## src/rtl/general_purpose_input_pkg.sv

```systemverilog
// Shared constants and helpers for the general-purpose input port.
//
// Contents:
//   DEFAULT_WIDTH            default number of pins (8)
//   DEFAULT_DEBOUNCE_CYCLES  default debounce hold time in cycles (16)
//   cnt_width()              width of a per-pin debounce counter, never below 1
package general_purpose_input_pkg;

  localparam int DEFAULT_WIDTH           = 8;
  localparam int DEFAULT_DEBOUNCE_CYCLES = 16;

  // $clog2(1) is 0, so a single-cycle debounce still needs a 1-bit counter.
  function automatic int cnt_width(input int cycles);
    int w;
    w = $clog2(cycles);
    return (w < 1) ? 1 : w;
  endfunction

endpackage

```

## src/rtl/gpi_debounce.sv

```systemverilog
// One pin of the general-purpose input port: two-flop synchroniser followed
// by a hold-time debouncer.
//
// Ports:
//   clk     clock
//   rst_n   synchronous active-low reset
//   pin     raw asynchronous pin
//   stable  debounced level (register)
//   rise    high in the cycle whose closing edge takes stable from 0 to 1,
//           so a flag captured on that edge lines up with the stable update
module gpi_debounce
  import general_purpose_input_pkg::*;
#(
  parameter int DEBOUNCE_CYCLES = DEFAULT_DEBOUNCE_CYCLES
) (
  input  logic clk,
  input  logic rst_n,
  input  logic pin,
  output logic stable,
  output logic rise
);

  localparam int              CW      = cnt_width(DEBOUNCE_CYCLES);
  localparam logic [CW-1:0]   CNT_MAX = CW'(DEBOUNCE_CYCLES - 1);

  logic          s1;
  logic          s2;
  logic [CW-1:0] cnt;
  logic          accept;

  // The synchronised level has differed from stable for DEBOUNCE_CYCLES
  // consecutive edges, counting this one; stable takes it on this edge.
  assign accept = (s2 != stable) && !(cnt < CNT_MAX);
  assign rise   = accept && s2;

  always_ff @(posedge clk) begin
    if (!rst_n) begin
      s1     <= 1'b0;
      s2     <= 1'b0;
      stable <= 1'b0;
      cnt    <= '0;
    end else begin
      s1 <= pin;
      s2 <= s1;
      if (s2 == stable) begin
        // Any return to the accepted level throws away a partial count.
        cnt <= '0;
      end else if (accept) begin
        stable <= s2;
        cnt    <= '0;
      end else begin
        cnt <= cnt + 1'b1;
      end
    end
  end

endmodule

```

## src/rtl/general_purpose_input.sv

```systemverilog
// Memory-mapped general-purpose input port. Each pin is synchronised and
// debounced independently; the debounced levels are presented on a Decoupled
// sender and rising edges latch sticky flags that the CPU clears with a
// write-1-to-clear mask on a Decoupled receiver.
//
// Ports:
//   i_clk          clock (single domain)
//   i_rst_n        synchronous active-low reset
//   if_din_valid   clear-mask beat valid
//   if_din_ready   always 1: every valid clear beat is accepted
//   if_din_bits    clear mask, 1 clears the matching flag
//   if_dout_valid  always 1: the debounced levels are always available
//   if_dout_ready  consumer ready (levels are not consumed, so ignored)
//   if_dout_bits   debounced pin levels
//   i_gpin         raw asynchronous pins
//   o_edge         sticky rising-edge flags
//   o_irq          OR of o_edge, combinational from the flag register
//
// Handshake: a beat transfers on a clock edge where valid and ready are both
// high; bits are meaningful only while valid is high. Both ports here tie
// their own side of the handshake high, so the receiver accepts every valid
// beat and the sender offers a fresh value every cycle.
module general_purpose_input
  import general_purpose_input_pkg::*;
#(
  parameter int WIDTH           = DEFAULT_WIDTH,
  parameter int DEBOUNCE_CYCLES = DEFAULT_DEBOUNCE_CYCLES
) (
  input  logic             i_clk,
  input  logic             i_rst_n,
  input  logic             if_din_valid,
  output logic             if_din_ready,
  input  logic [WIDTH-1:0] if_din_bits,
  output logic             if_dout_valid,
  input  logic             if_dout_ready,
  output logic [WIDTH-1:0] if_dout_bits,
  input  logic [WIDTH-1:0] i_gpin,
  output logic [WIDTH-1:0] o_edge,
  output logic             o_irq
);

  logic [WIDTH-1:0] stable_vec;
  logic [WIDTH-1:0] rise_vec;
  logic [WIDTH-1:0] clr_mask;
  logic             unused_dout_ready;

  assign unused_dout_ready = if_dout_ready;

  for (genvar i = 0; i < WIDTH; i++) begin : g_pin
    gpi_debounce #(
      .DEBOUNCE_CYCLES(DEBOUNCE_CYCLES)
    ) u_debounce (
      .clk    (i_clk),
      .rst_n  (i_rst_n),
      .pin    (i_gpin[i]),
      .stable (stable_vec[i]),
      .rise   (rise_vec[i])
    );
  end

  assign if_din_ready  = 1'b1;
  assign if_dout_valid = 1'b1;
  assign if_dout_bits  = stable_vec;

  assign clr_mask = if_din_valid ? if_din_bits : '0;

  // Clear is applied before set so a rise on the same edge as a clear wins.
  always_ff @(posedge i_clk) begin
    if (!i_rst_n) begin
      o_edge <= '0;
    end else begin
      o_edge <= (o_edge & ~clr_mask) | rise_vec;
    end
  end

  assign o_irq = |o_edge;

endmodule
```

## config.mk

```make
export PLATFORM = sky130hd
export DESIGN_NAME = general_purpose_input
export DESIGN_NICKNAME = d
export VERILOG_FILES = /design/src/rtl/general_purpose_input_pkg.sv /design/src/rtl/gpi_debounce.sv /design/src/rtl/general_purpose_input.sv
export SDC_FILE = /design/constraint.sdc
export NUM_CORES = 1
export LEC_CHECK = 0
export ABC_AREA = 1
export BUFFER_PORTS_ARGS = -buffer_cell sky130_fd_sc_hd__buf_2
export CAP_MARGIN = 20
export CORE_MARGIN = 4
export CORE_UTILIZATION = 40
export DETAILED_ROUTE_END_ITERATION = 8
export PLACE_DENSITY = 0.63
export SETUP_SLACK_MARGIN = 0.02
export SYNTH_ARGS = -nofsm -noshare
export SYNTH_HDL_FRONTEND = slang
export SYNTH_SLANG_ARGS = --single-unit
```

## constraint.sdc

```tcl
create_clock -name i_clk -period 1.6 [get_ports i_clk]
set_input_delay 0 -clock i_clk [delete_from_list [all_inputs] [get_ports i_clk]]
set_output_delay 0 -clock i_clk [all_outputs]
set_load 0.05 [all_outputs]
```

After elaboration in Yosys (flattened, before gate mapping)
Index checks and enable logic that the tools add are counted.

$add $sub $neg: 8. Magnitude comparators: 8. Equal/unequal tests: 16. Mux-type cells: 1. Bitwise logic cells: 12. Reductions and logical operators: 41.

Operators by type and width (number): adder 4 x 1 -> 4 bit (second input constant) (8); < comparator 4 bit (second input constant) (8); OR reduction 3 bit (8); logical AND 1 bit (16); AND reduction 2 bit (8); NOT 1 bit (9); bitwise AND 8 bit (1); == test 1 bit (8); zero test 1 bit (8); 2-to-1 mux 8 bit (1); inequality test 1 bit (8); NOT 8 bit (1); OR 8 bit (1); OR reduction 8 bit (1).

Register bits after elaboration: 64. Bits of input ports: 20. Logic and storage cells: 119.

Depth between registers and ports, before layout
Word-level depth: 5. Mapped depth: 5.

Hierarchy
Synthesis repeated with hierarchy kept, for this count alone.

Cells, all modules: 332. Area total of the unflattened synthesis: 2527.4 um2.

Modules (own cells, without submodules): gpi_debounce (times used 8, cells each 35, area each 271.5 um2, sequential area each 140.1 um2); general_purpose_input (times used 1, cells each 52, area each 355.3 um2, sequential area each 160.2 um2).

Least setup slack after synthesis
Ideal clock, no wire load.

Path type: register to output. Start point: reg o_edge[7]. End point: out o_irq. Arrival: 1.188 ns. Path slack: 0.412 ns. Stages on the path, launching flop included: 3. Path through: dfxtp_1 -> nor3_1 -> nand4_1.

Word-level cells in the longest chain between the ends: 1.

Ends and longest elaborated chain: from (decl) (line general_purpose_input.sv:38) `output logic [WIDTH-1:0] o_edge,`; from (signal assigned) (line general_purpose_input.sv:72) `o_edge <= (o_edge & ~clr_mask) | rise_vec;`; OR reduction 8 bit (line general_purpose_input.sv:76) `assign o_irq = |o_edge;`; to (decl) (line general_purpose_input.sv:39) `output logic o_irq`.

No other way between the ends.

Worst setup path in the final report
Start point: in i_rst_n. End point: reg g_pin[6].u_debounce.s1.

RTL lines: from (decl) (line general_purpose_input.sv:30) `input logic i_rst_n,`; to (signal assigned) (line gpi_debounce.sv:43) `s1 <= pin;`; to (decl) (line gpi_debounce.sv:26) `logic s1;`.

No word-level cell between the ends.

==> flow_metrics.py <==
metrics = {
    "placed_design": {
        "gp_congestion": 0.7675,
        "hpwl_mm": 3.263,
        "dpl.cell_count": 434,
        "placed_area_mm2": 0.002790,
        "portBuffers": 35,
    },
    "detailed_routing": {
        "wl_per_cell_um": 9.694,
        "dr_total_vias": 2022,
        "dr.first_iter.drc_count": 54,
        "drc": 0,
        "first_pass_iters": 4,
        "drt_wl_total_mm": 4.537,
        "ant_nets": 0,
        "vias_per_cell": 4.321,
    },
    "timing": {
        "final-hold-violation-count": 0,
        "finalSetupTns_ns": 0,
        "slew_viol_final": 0,
        "timing.fmax_mhz": 845.4,
        "holdWs_ns": 0.09613,
        "rsz0062_at_grt": "false",
        "setup_violations": 0,
        "period_minus_slack_ns": 1.183,
        "finalCritPeriodShare_pct": 73.93,
        "finClkSkew_ns": 0.005810,
    },
    "floorplanning": {
        "ios": 39,
        "rows": 29,
        "fp.dieW_um": 88.72,
        "start_util_pct": 41.04,
        "die_h_um": 88.72,
        "dieArea_mm2": 0.007871,
        "core_mm2": 0.006350,
    },
    "global_routing": {
        "grt_usage_pct": 12.93,
        "grt_pass1_vias": 1859,
        "grt_pass1_wl_mm": 7.783,
        "antenna_found_initial": 0,
        "grt.overflow.total": 0,
        "grt_max_degree": 14,
    },
    "layout": {
        "antenna_cells": 0,
        "fin_cells": 468,
        "final_area_mm2": 0.003188,
        "drive_above_1_share_pct": 16.37,
        "areaGrowthSynthToFinish_pct": 22.32,
        "nNetsFinal": 414,
    },
    "power": {
        "power_density_mw_per_mm2": 1015,
        "leakagePower_uw": 0.001496,
        "ir_drop_mv": 0.5542,
        "total_power_uw": 3235,
    },
    "clock_tree": {
        "cts-buffers-inserted": 9,
        "clkTransAtPathRegs_ns": 0.07,
        "tritoncts": "done",
        "h-tree-depth": 3,
        "cts_buffer_depth": 2,
        "ctsResizeCount": 0,
        "clkLatencyLatePin_ns": 0.33,
        "cts-root-buf": "clkbuf_8",
        "cts_sinks": 64,
    },
    "outcome": {
        "status": "completed",
    },
    "worst_setup_path": {
        "critPathSlowestCell": "dlygate4sd3_1",
        "r2r_slack_ns": 0.52,
        "arrival_ns": 1.47,
        "worstReg2RegEnd": "g_pin[7].u_debounce.cnt[1]$_SDFF_PP0_",
        "slowest_delay_ns": 0.56,
        "reg2reg_depth": 4,
        "reg2reg_from": "g_pin[7].u_debounce.cnt[0]$_SDFF_PP0_",
        "critical_path_class": "in -> reg",
        "path_cells": "dlygate4sd3_1 > buf_2 > nand2_1 > dlygate4sd3_1 > inv_1",
        "worst_setup_path_start_kind": "input port",
        "critPathCaptureType": "flip-flop",
        "crit_top_cell": "dlygate4sd3_1",
        "cp_max_fo": 13,
        "crit_required_ns": 1.88,
    },
    "hold_path": {
        "min_path_cells": 4,
        "holdPathEnd": "o_edge[2]$_SDFF_PN0_",
        "worstHoldPathType": "in -> reg",
        "min-delay-start": "if_din_valid",
    },
    "yosys": {
        "ys_ff_latch": 64,
        "synth_area_per_cell_um2": 7.827,
        "ys.warnings.count": 0,
        "synthDistinctLibCells": 17,
        "synthCells": 333,
        "yosysSeqAreaShare_pct": 49.16,
        "syn-cell-area_mm2": 0.002606,
    },
    "run": {
        "maxCapViolCount": 0,
    },
}
==> report_power, final <==
group,total (uW),switching [uW],internal (uW)
combinational,136,70.3,65.6
clock,1470,579,888
sequential,1630,13.6,1620
==> per-layer routing <==
metal,share of wire (%),vias up,track usage [%]
met2,45,35,20.24
met1,48,874,15.69
met3,5.8,6,5.121
met4,1.4,0,5.632
met5,0,-,0
li1,-,1107,-
==> sequential cells by signal, summed over array words and instances (netlist names) <==
register and cells:
g_pin.u_debounce.stable 8, g_pin.u_debounce.s2 8, g_pin.u_debounce.s1 8, o_edge 8
g_pin.u_debounce.cnt 32
==> logic make-up after synthesis <==
family / Yosys count / synth area share [%]
AOI/OAI and AO/OA: 16 / 3.744
and+or+nand+nor: 164 / 27.99
other: 1 / 0.1439
adders and majority gates: 8 / 3.841
xor gates and xnor gates: 8 / 2.689
DFF: 64 / 49.16
buffers and inverters: 72 / 12.43
==> cell type report <==
type,instances,area [um^2]
Fill cell,614,3162
Sequential cell,64,1281
Multi-Input combinational cell,198,1005
Timing Repair Buffer,55,370.4
Inverter,58,217.7
Clock buffer,14,182.7
Tap cell,77,96.34
Clock inverter,2,35.03
==> cells in the final DEF (no fill, tap or decap), drive strengths merged <==
master | synthesis | final
a21oi | 1 | 1
buf | 14 | 37
clkbuf | 0 | 14
conb | 1 | 2
nand2 | 64 | 64
dfxtp | 64 | 64
o21ai | 8 | 8
xnor2 | 8 | 8
dlygate4sd3 | 0 | 18
nor2 | 66 | 66
nand3 | 24 | 24
nand4 | 9 | 9
ha | 8 | 8
nor3 | 1 | 1
a21boi | 7 | 7
bufinv | 0 | 1
clkinv | 0 | 1
inv | 58 | 58
==> Yosys cell counts <==
master / n / area share [%]
nor2_1: 66 / 9.5
dfxtp_1: 64 / 49
nand2_1: 64 / 9.2
inv_1: 58 / 8.4
buf_4: 12 / 3.5
nand3_1: 12 / 2.3
nand3_2: 12 / 4.6
nand4_1: 9 / 2.2
ha_1: 8 / 3.8
o21ai_0: 8 / 1.5
xnor2_1: 8 / 2.7
a21boi_0: 7 / 2.0
a21oi_1: 1 / 0.19
buf_2: 1 / 0.19
buf_6: 1 / 0.43
conb_1: 1 / 0.14
nor3_1: 1 / 0.19
==> critical path: cells and delay by family <==
family        cells  cell delay [ns]
buf+inv           4             1.39
simple gates      1             0.07
==> worst max path at each step <==
stage	end	depth (start not counted)	start	slack, ns
after global placement	g_pin[7].u_debounce.cnt[3]$_SDFF_PP0_	4	g_pin[7].u_debounce.cnt[0]$_SDFF_PP0_	0.55
after CTS	o_irq	3	o_edge[7]$_SDFF_PN0_	0.40
after global routing	o_irq	3	o_edge[7]$_SDFF_PN0_	0.32
after detailed placement	g_pin[2].u_debounce.cnt[1]$_SDFF_PP0_	4	g_pin[2].u_debounce.cnt[0]$_SDFF_PP0_	0.53
after floorplan	o_irq	2	o_edge[7]$_SDFF_PN0_	0.41
final	g_pin[6].u_debounce.s1$_SDFF_PN0_	5	i_rst_n	0.42
==> stage by stage <==
step / setup WS [ns] / util [%]
floorplan: 0.4124 / -
global placement: 0.5480 / 43.94
detailed placement: 0.5276 / 43.94
CTS: 0.4036 / 50.21
global route: 0.3238 / 50.21
finish: 0.4171 / 50.21
==> repair_timing <==
| item | 4_1_cts | 5_1_grt |
|---|---|---|
| buffers inserted | 0 | 0 |
| endpoints found under the hold margin | 17 | 0 |
| hold buffers | 18 | 0 |
No activity file was read; power rests on OpenSTA's default activity.
